### src/rtl/cdc_tx_queue_if.sv
// rtl/cdc_tx_queue_if.sv - producer/launch port bundle for cdc_tx_queue; CDC_TX_QUEUE_FLUSH_EN adds i_flush
interface cdc_tx_queue_if #(
    parameter int DATA_WIDTH = 8,
    parameter int DEPTH      = 4
);
    localparam int CNT_W = $clog2(DEPTH) + 1;

    logic                  i_wr_valid;
    logic [DATA_WIDTH-1:0] i_wr_data;
    logic                  o_wr_ready;
    logic                  i_tx_busy;
    logic                  o_tx_valid;
    logic [DATA_WIDTH-1:0] o_tx_data;
    logic [CNT_W-1:0]      o_level;
    logic                  o_empty;
`ifdef CDC_TX_QUEUE_FLUSH_EN
    logic                  i_flush;

    modport master (
        output i_wr_valid, i_wr_data, i_tx_busy, i_flush,
        input  o_wr_ready, o_tx_valid, o_tx_data, o_level, o_empty
    );
    modport slave (
        input  i_wr_valid, i_wr_data, i_tx_busy, i_flush,
        output o_wr_ready, o_tx_valid, o_tx_data, o_level, o_empty
    );
`else
    modport master (
        output i_wr_valid, i_wr_data, i_tx_busy,
        input  o_wr_ready, o_tx_valid, o_tx_data, o_level, o_empty
    );
    modport slave (
        input  i_wr_valid, i_wr_data, i_tx_busy,
        output o_wr_ready, o_tx_valid, o_tx_data, o_level, o_empty
    );
`endif
endinterface

### src/rtl/cdc_tx_queue.sv
// rtl/cdc_tx_queue.sv - clk_a FIFO that launches one word per handshake into the toggle CDC synchronizer
// Optional flush input enabled by CDC_TX_QUEUE_FLUSH_EN.
module cdc_tx_queue #(
    parameter int DATA_WIDTH = 8,
    parameter int DEPTH      = 4
) (
    input  logic          i_clk_a,
    input  logic          i_rst_n_a,
    cdc_tx_queue_if.slave q
);
    localparam int CNT_W = $clog2(DEPTH) + 1;
    localparam int PTR_W = $clog2(DEPTH);

    typedef enum logic [1:0] {
        IDLE  = 2'd0,
        SEND  = 2'd1,
        GUARD = 2'd2
    } state_t;

    state_t                state;
    state_t                state_nxt;
    logic [DATA_WIDTH-1:0] mem [DEPTH];
    logic [PTR_W-1:0]      wr_ptr;
    logic [PTR_W-1:0]      rd_ptr;
    logic [CNT_W-1:0]      count;
    logic [DATA_WIDTH-1:0] tx_data;
    logic                  full;
    logic                  flush;
    logic                  push;
    logic                  pop;

`ifdef CDC_TX_QUEUE_FLUSH_EN
    assign flush = q.i_flush;
`else
    assign flush = 1'b0;
`endif

    assign full         = (count == CNT_W'(DEPTH));
    assign q.o_wr_ready = !full && !flush;
    assign push         = q.i_wr_valid && q.o_wr_ready;
    // Launch only from IDLE, so busy is re-examined after every SEND/GUARD pair.
    assign pop          = (state == IDLE) && (count != '0) && !q.i_tx_busy && !flush;

    always_ff @(posedge i_clk_a or negedge i_rst_n_a) begin
        if (!i_rst_n_a) begin
            state <= IDLE;
        end else begin
            state <= state_nxt;
        end
    end

    always_comb begin
        state_nxt = state;
        case (state)
            IDLE:    if (pop) state_nxt = SEND;
            SEND:    state_nxt = GUARD;
            GUARD:   state_nxt = IDLE;
            default: state_nxt = IDLE;
        endcase
    end

    always_comb begin
        q.o_tx_valid = 1'b0;
        if (state == SEND) begin
            q.o_tx_valid = 1'b1;
        end
    end

    always_ff @(posedge i_clk_a) begin
        if (push) begin
            mem[wr_ptr] <= q.i_wr_data;
        end
    end

    always_ff @(posedge i_clk_a or negedge i_rst_n_a) begin
        if (!i_rst_n_a) begin
            wr_ptr  <= '0;
            rd_ptr  <= '0;
            count   <= '0;
            tx_data <= '0;
        end else if (flush) begin
            wr_ptr <= '0;
            rd_ptr <= '0;
            count  <= '0;
        end else begin
            if (push) begin
                wr_ptr <= wr_ptr + 1'b1;
            end
            if (pop) begin
                tx_data <= mem[rd_ptr];
                rd_ptr  <= rd_ptr + 1'b1;
            end
            case ({push, pop})
                2'b10:   count <= count + 1'b1;
                2'b01:   count <= count - 1'b1;
                default: count <= count;
            endcase
        end
    end

    assign q.o_tx_data = tx_data;
    assign q.o_level   = count;
    assign q.o_empty   = (count == '0);
endmodule

### src/flat_wrapper.sv
// flat-port wrapper written by rule: the top's interface ports become plain ports
module cdc_tx_queue_flat 
#(
    parameter int DATA_WIDTH = 8,
    parameter int DEPTH      = 4
)
  (i_clk_a, i_rst_n_a, q_i_wr_valid, q_i_wr_data, q_i_tx_busy, q_o_wr_ready, q_o_tx_valid, q_o_tx_data, q_o_level, q_o_empty);
  cdc_tx_queue_if #(.DATA_WIDTH(DATA_WIDTH), .DEPTH(DEPTH)) q_i ();
  input  logic i_clk_a;
  input  logic i_rst_n_a;
  input wire logic [$bits(q_i.i_wr_valid)-1:0] q_i_wr_valid;
  input wire logic [$bits(q_i.i_wr_data)-1:0] q_i_wr_data;
  input wire logic [$bits(q_i.i_tx_busy)-1:0] q_i_tx_busy;
  output wire logic [$bits(q_i.o_wr_ready)-1:0] q_o_wr_ready;
  output wire logic [$bits(q_i.o_tx_valid)-1:0] q_o_tx_valid;
  output wire logic [$bits(q_i.o_tx_data)-1:0] q_o_tx_data;
  output wire logic [$bits(q_i.o_level)-1:0] q_o_level;
  output wire logic [$bits(q_i.o_empty)-1:0] q_o_empty;
  assign q_i.i_wr_valid = q_i_wr_valid;
  assign q_i.i_wr_data = q_i_wr_data;
  assign q_i.i_tx_busy = q_i_tx_busy;
  assign q_o_wr_ready = q_i.o_wr_ready;
  assign q_o_tx_valid = q_i.o_tx_valid;
  assign q_o_tx_data = q_i.o_tx_data;
  assign q_o_level = q_i.o_level;
  assign q_o_empty = q_i.o_empty;
  cdc_tx_queue #(.DATA_WIDTH(DATA_WIDTH), .DEPTH(DEPTH)) u_core (.i_clk_a(i_clk_a), .i_rst_n_a(i_rst_n_a), .q(q_i));
endmodule
### config.mk
export PLATFORM = sky130hd
export DESIGN_NAME = cdc_tx_queue_flat
export DESIGN_NICKNAME = d
export VERILOG_FILES = /design/src/rtl/cdc_tx_queue_if.sv /design/src/rtl/cdc_tx_queue.sv /design/src/flat_wrapper.sv
export SDC_FILE = /design/constraint.sdc
export NUM_CORES = 1
export LEC_CHECK = 0
export CAP_MARGIN = 20
export CELL_PAD_IN_SITES_DETAIL_PLACEMENT = 1
export CELL_PAD_IN_SITES_GLOBAL_PLACEMENT = 2
export CORE_MARGIN = 2
export CORE_UTILIZATION = 43
export DETAILED_ROUTE_END_ITERATION = 8
export PLACE_DENSITY_LB_ADDON = 0.1
export SETUP_SLACK_MARGIN = 0.5
export SYNTH_ARGS = -nofsm -noshare
export SYNTH_HDL_FRONTEND = slang
export SYNTH_SLANG_ARGS = --single-unit
export TNS_END_PERCENT = 20
### constraint.sdc
create_clock -name i_clk_a -period 4.4 [get_ports i_clk_a]
set_clock_uncertainty 0.1 [all_clocks]
set_input_delay 1.1 -clock i_clk_a [delete_from_list [all_inputs] [get_ports i_clk_a]]
set_output_delay 1.1 -clock i_clk_a [all_outputs]
set_load 0.01 [all_outputs]
==> results.md, run 1 <==
* Port Buffers at 25
* Die height at 71.48 um
* Final Cycle Share at 0.6892
* Final setup fails at 0
* Worst rel slew slack at 0.4744
* CP Launch Type: primary input
* CTS tree: yes
* Pwr dens at 661.6 nW/um2
* Crit path kind: in -> reg
* Asr flop ratio synth at 0.3469
* Clk root buf: clkbuf_8
* Synth Warn # at 0
* Post-synth EDFFs at 32
* Mean Syn Cell Area at 19.20 um2
* CTS Sinks at 49
* IR drop worst, VDD at 0.0002166 V
* Tot Pwr at 0.001553 W
* Most frequent cell after synthesis: edfxtp_1
* Drt wl/cell at 17.37 um
* Synth top area share at 0.4907
* Max Cap Viol at 0
* Worst-Margin Slew at 0.7860 ns
* Fillers at 406
* Initial DRC Count at 27
* Max-slew violations at 0
* Post CTS Setup Buffer Count at 0
* Final hold vios at 0
* Post-DP HPWL at 2232 um
* Worst hold path type: reg -> reg
* Worst EP arrival at 3.16 ns
* Via Count at 946
* FP Rows at 24
* Synth area leaders: edfxtp_1 (49%), dfrtp_1 (22%), mux4_2 (9.2%)
* Fin crit period at 3.033 ns
* Post-Syn Nets at 120
* Detailed Route WL at 3213 um
* Total global routing overflow at 0
* Largest net degree at the start of global routing at 18
* Upper clock frequency limit at 329.8 MHz
* Setup TNS at 0 ns
* Htree depth at 2
* Post_cts resized at 0
* Chip width at 71.48 um
* Residual DRC at 0
* Status: finished, final reports clean
* # hold bufs at CTS at 0
* Post-route antenna net violation count at 0
* Nets@finish at 150
* Yosys cell types at 22
* Critical Path End Type: flip-flop
* Num CTS Buffers at 5
* Gr busiest metal: met2
* Post-Route Utilization at 0.5354
* DP Area at 2265 um2
* Final RePlAce weighted congestion at 0.7139
* Max Root-Sink Buffers at 2
* Core Area at 4384 um2
* Pre-antenna DRT Iters at 4
* Syn Inst Count at 102
* GRT Util Overall at 0.1450
* I/O pin count at 26
* Die ar. at 5109 um2
* Main flop type after synthesis: edfxtp_1
* RSZ-0062 raised after global routing: no
* Vias in the first global route at 1,083
* Share of cells above drive strength 1 at 0.2406
* Synth top cells by count: edfxtp_1 (32), dfrtp_1 (17), mux2_2 (8), mux4_2 (8), inv_1 (6)
* Clock Latency Late Sink at 0.29 ns
* Leakage at 0.8878 nW
* Final std cell area, no fill at 2347 um2
* Layout area overhead at 19.87%
* Number of vias per cell at 5.114
* Clock transition at path regs at 0.08 ns
* Met1 usage at 0.1912
* M3 GR Usage at 0.03797
* Post-synth top area cell: edfxtp_1
* Initial antenna violation count at 0
* Critical Path RT at 4.52 ns
* Sequential-to-total area share from yosys stat at 0.7080
* Seq cells post-synth at 49
* Netlist Area Pre-Place at 1958 um2
* CP Max Fanout at 10
* Effective utilization at floorplan at 0.4466
* Global-route wire length before repair at 5444 um
* Number of diodes at 0
* Global-route track usage on met2 at 0.2284
registers in the layout (all words and copies together), names as in the netlist:
signal	flops
u_core.wr_ptr	2
u_core.rd_ptr	2
u_core.q.o_level	3
u_core.mem	32
u_core.q.o_tx_data	8
u_core.state	2
worst paths after layout:
path                                                 startpoint                           endpoint  slack (ns)  depth (start not counted)
worst max register to register  u_core.q.o_level[0]$_DFFE_PN0P_    u_core.q.o_level[2]$_DFFE_PN0P_        2.10                          9
worst max-delay path                                q_i_tx_busy    u_core.q.o_level[2]$_DFFE_PN0P_        1.37                         10
worst min-delay path                u_core.state[1]$_DFFE_PN0P_        u_core.state[1]$_DFFE_PN0P_        0.36                          1
min in group asynchronous                             i_rst_n_a  u_core.q.o_tx_data[5]$_DFFE_PN0P_        1.16                          1
worst min register to register      u_core.state[1]$_DFFE_PN0P_        u_core.state[1]$_DFFE_PN0P_        0.36                          1
max in group asynchronous                             i_rst_n_a  u_core.q.o_tx_data[1]$_DFFE_PN0P_        2.55                          1
critical path: stages:
cell and delay (ns):
clkdlybuf4s50_1 0.40, nor3_1 0.24, nor2b_1 0.18, buf_4 0.21
ha_1 0.20, inv_1 0.06, fa_1 0.37, xor2_1 0.15
nor2_1 0.11, xor2_1 0.15
per-stage QoR:
| step | cells | hold slack [ns] | worst slack, ns |
|---|---|---|---|
| finish | 185 | 0.3631 | 1.367 |
| global route | 185 | 0.3962 | 1.161 |
| CTS | 185 | 0.3724 | 1.349 |
| detailed placement | 177 | 0.3595 | 1.033 |
| global placement | 177 | 0.3447 | 1.147 |
| floorplan | 102 | 0.3265 | 1.618 |
layout make-up:
class,count,area [um2],area share
timing repair buffer,26,257.7,0.1098
tap,52,65.06,0.02772
multi-input combinational,44,533.0,0.2271
clock buffer,6,72.57,0.03092
clock inverter,2,10.01,0.004264
sequential,49,1386,0.5906
inverter,6,22.52,0.009595
power breakdown:
part | switching (W) | internal, W
sequential | 0.000114 | 0.000640
combinational | 0.000217 | 0.000337
clock | 0.000136 | 0.000110
cell families (layout without fill, tap and decap cells):
kind of cell | Yosys count | after routing | synth area share
AND/OR/NAND/NOR | 14 | 14 | 0.05239
XOR/XNOR | 6 | 6 | 0.02684
adder cells (fa/ha/maj) | 6 | 6 | 0.04217
multiplexers | 18 | 18 | 0.1508
flip-flops | 49 | 49 | 0.7080
buffers and inverters | 9 | 40 | 0.01980
layout by cell type, fill, tap and decap left out, types with 5 or more instances in the layout:
master            n
edfxtp_1         32
mux2_2            8
ha_1              5
clkdlybuf4s50_1  25
dfrtp_1          17
inv_1             6
clkbuf_8          5
mux4_2            8
layer usage:
metal  part of all wire  wire length, um
met5                  0                0
met3              0.050              160
met4              0.012               40
met2               0.50             1609
met1               0.44             1401
No activity file was read; power rests on OpenSTA's default activity.
==> run 2: changes to the inputs <==
Settings changed: CORE_UTILIZATION 43 to 40.
Clock period 4.4 ns to 2.9 ns, I/O delays scaled along.
==> run 2 against run 1 <==
  * Worst hold slack improved by 0.017 ns
  * Register-to-register slack got worse by 1.6 ns
  * Critical path depth down 1
  * Core utilization fell by 0.51 points
  * Clock-buffer cell count shrank 1
  * Final area grew 6.7%
  * Final cell count is 11% higher
  * Non-clock buffer count is 6 higher
  * Via count is 2.9% higher
  * First-iteration DRC count is 7.4% lower
  * Sequential share of layout area fell by 3.7 points
  * Critical path type is now reg -> reg
  * Total power is 71% higher
==> results.md, run 2 (synthesis results as in run 1) <==
* CP Max Fanout at 6
* FP Rows at 25
* Crit path kind: reg -> reg
* Initial DRC Count at 25
* Largest register by flop count: u_core.mem
* CP max stage delay at 0.45 ns
* Die height at 73.97 um
* Upper clock frequency limit at 414.3 MHz
* Num CTS Buffers at 5
* Max Cap Viol at 0
* Crit-path cells: or3b_4, and2_4, inv_1, ha_4, inv_1, fa_2, xor2_1, nor2_1, xor2_1
* Sw Ratio at 0.2896
* Clock Latency Late Sink at 0.30 ns
* IR drop worst, VDD at 0.0004174 V
* Pwr dens at 1060 nW/um2
* Final std cell area, no fill at 2505 um2
* Worst EP arrival at 2.53 ns
* Core Area at 4723 um2
* Leakage at 0.9710 nW
* Post-Route Utilization at 0.5303
* Initial antenna violation count at 0
* Clock Power Share at 0.215
* Htree depth at 2
* Clock transition at path regs at 0.08 ns
* Setup TNS at 0 ns
* Worst R2R Setup Slack at 0.49 ns
* Layout area overhead at 27.92%
* Drt wl/cell at 17.14 um
* Hold path cells at 1
* Final Non-Filler Cells at 206
* I/O pin count at 26
* Share of cells above drive strength 1 at 0.3165
* P_sw at 0.0007685 W
* Crit path launch: u_core.q.o_level[0]$_DFFE_PN0P_
* Vias in the first global route at 1,037
* Port Buffers at 25
* DP Area at 2291 um2
* CTS tree: yes
* Final hold vios at 0
* RSZ-0062 raised after global routing: yes
* Max FFs per register at 32
* CP Launch Type: flip-flop
* Fin crit period at 2.413 ns
* Die ar. at 5471 um2
* Worst path bufs/invs at 2
* Worst hold path type: reg -> reg
* Nets@finish at 156
* Commonest non-fill, non-tap cells in the layout: edfxtp_1 (32), clkdlybuf4s50_1 (22), dfrtp_1 (16), mux4_2 (8), mux2_2 (8)
* Global-route wire length before repair at 5430 um
* Worst setup endpoint: u_core.q.o_level[2]$_DFFE_PN0P_
* Detailed Route WL at 3530 um
* CTS Sinks at 49
* Worst rel slew slack at 0.5829
* Largest net degree at the start of global routing at 18
* Clk root buf: clkbuf_8
* Sequential power share at 0.433
* Residual DRC at 0
* Comb power frac at 0.352
* Cell Int Power at 0.001886 W
* Chip width at 73.97 um
* Max Root-Sink Buffers at 2
* Critical Path RT at 3.01 ns
* R2R Path Start: u_core.q.o_level[0]$_DFFE_PN0P_
* Max-slew violations at 0
* Number of vias per cell at 4.723
* GRT Util Overall at 0.1450
* Top cell family by delay on the critical path: simple AND/OR/NAND/NOR gates
* Status: finished, final reports clean
* Cells after DPL at 193
* Crit Reg-Reg Endpoint: u_core.q.o_level[2]$_DFFE_PN0P_
* Worst-Margin Slew at 0.6257 ns
* Post-DP HPWL at 2305 um
* Final Cycle Share at 0.8322
* Most common cell after layout, fill and taps aside: edfxtp_1
* Hold WS at 0.3797 ns
* Critical Path End Type: flip-flop
* CP max-delay cell: or3b_4
* Number of diodes at 0
* Final setup fails at 0
* Final RePlAce weighted congestion at 0.7229
* Via Count at 973
* Total global routing overflow at 0
* Post-route antenna net violation count at 0
* Cell count along the critical path at 9
* Pre-antenna DRT Iters at 4
* Worst-case reg-to-reg path depth at 9
* Effective utilization at floorplan at 0.4146
run 2: cell types whose count changed in the layout (fill, tap and decap cells not counted), sizes merged, moves of 2 or more:
| cell | previous run | this run |
|---|---|---|
| bufinv | 0 | 2 |
| dlymetal6s2s | 0 | 2 |
| buf | 1 | 7 |
| clkinv | 2 | 0 |
| clkdlybuf4s50 | 25 | 22 |
run 2: power by group through the flow:
stage,registers (W),logic (W),clock network (W)
after floorplan,0.00111,0.000560,0
after global placement,0.00115,0.000844,0
after CTS,0.00115,0.000905,0.000587
after detailed placement,0.00117,0.000873,0
final,0.00115,0.000935,0.000570
after global routing,0.00118,0.00102,0.000620
run 2: per-layer routing:
layer,wire [um],share of wire,global-route usage,up-vias
met1,1543,0.44,0.1816,500
met3,125,0.035,0.04065,5
met2,1802,0.51,0.2381,21
met5,0,0,0,-
li1,-,-,-,447
met4,59,0.017,0.06061,0
run 2: stage by stage:
| stage | setup slack, ns | power [W] |
|---|---|---|
| floorplan | 0.5392 | 0.001666 |
| global placement | 0.1705 | 0.001993 |
| detailed placement | 0.02566 | 0.002039 |
| CTS | 0.4468 | 0.002642 |
| global route | 0.4067 | 0.002827 |
| finish | 0.4865 | 0.002654 |
run 2: how the worst min path moves through the flow:
stage | startpoint | endpoint | slack [ns]
after global routing | u_core.state[1]$_DFFE_PN0P_ | u_core.state[1]$_DFFE_PN0P_ | 0.42
after global placement | u_core.state[1]$_DFFE_PN0P_ | u_core.state[1]$_DFFE_PN0P_ | 0.35
after CTS | u_core.state[1]$_DFFE_PN0P_ | u_core.state[1]$_DFFE_PN0P_ | 0.39
after detailed placement | u_core.state[1]$_DFFE_PN0P_ | u_core.state[1]$_DFFE_PN0P_ | 0.35
after floorplan | i_rst_n_a | u_core.q.o_level[0]$_DFFE_PN0P_ | 0.33
final | u_core.state[1]$_DFFE_PN0P_ | u_core.state[1]$_DFFE_PN0P_ | 0.38
run 2: cell type report:
type	count	area, um2
clock buffers	5	68.82
inverters	6	22.52
multi-input cells	44	566.8
flip-flops and latches	49	1388
fillers	443	2218
repair buffers	32	306.5
clock inverters	3	68.82
well taps	67	83.83
run 2: worst reg2reg max path: stages, from the launching register on:
cell     delay [ns]
dfrtp_1        0.44
or3b_4         0.45
and2_4         0.19
inv_1          0.11
ha_4           0.15
inv_1          0.05
fa_2           0.38
xor2_1         0.15
nor2_1         0.14
xor2_1         0.17
run 2: timing repair:
| item | 4_1_cts | 5_1_grt |
|---|---|---|
| gates resized for setup | 3 | 8 |
| setup buffers | 2 | 3 |
| hold endpoints to repair | 0 | 0 |
| setup endpoints to repair | 3 | 2 |
| pin swaps | 0 | 6 |
| hold buffers | 0 | 0 |
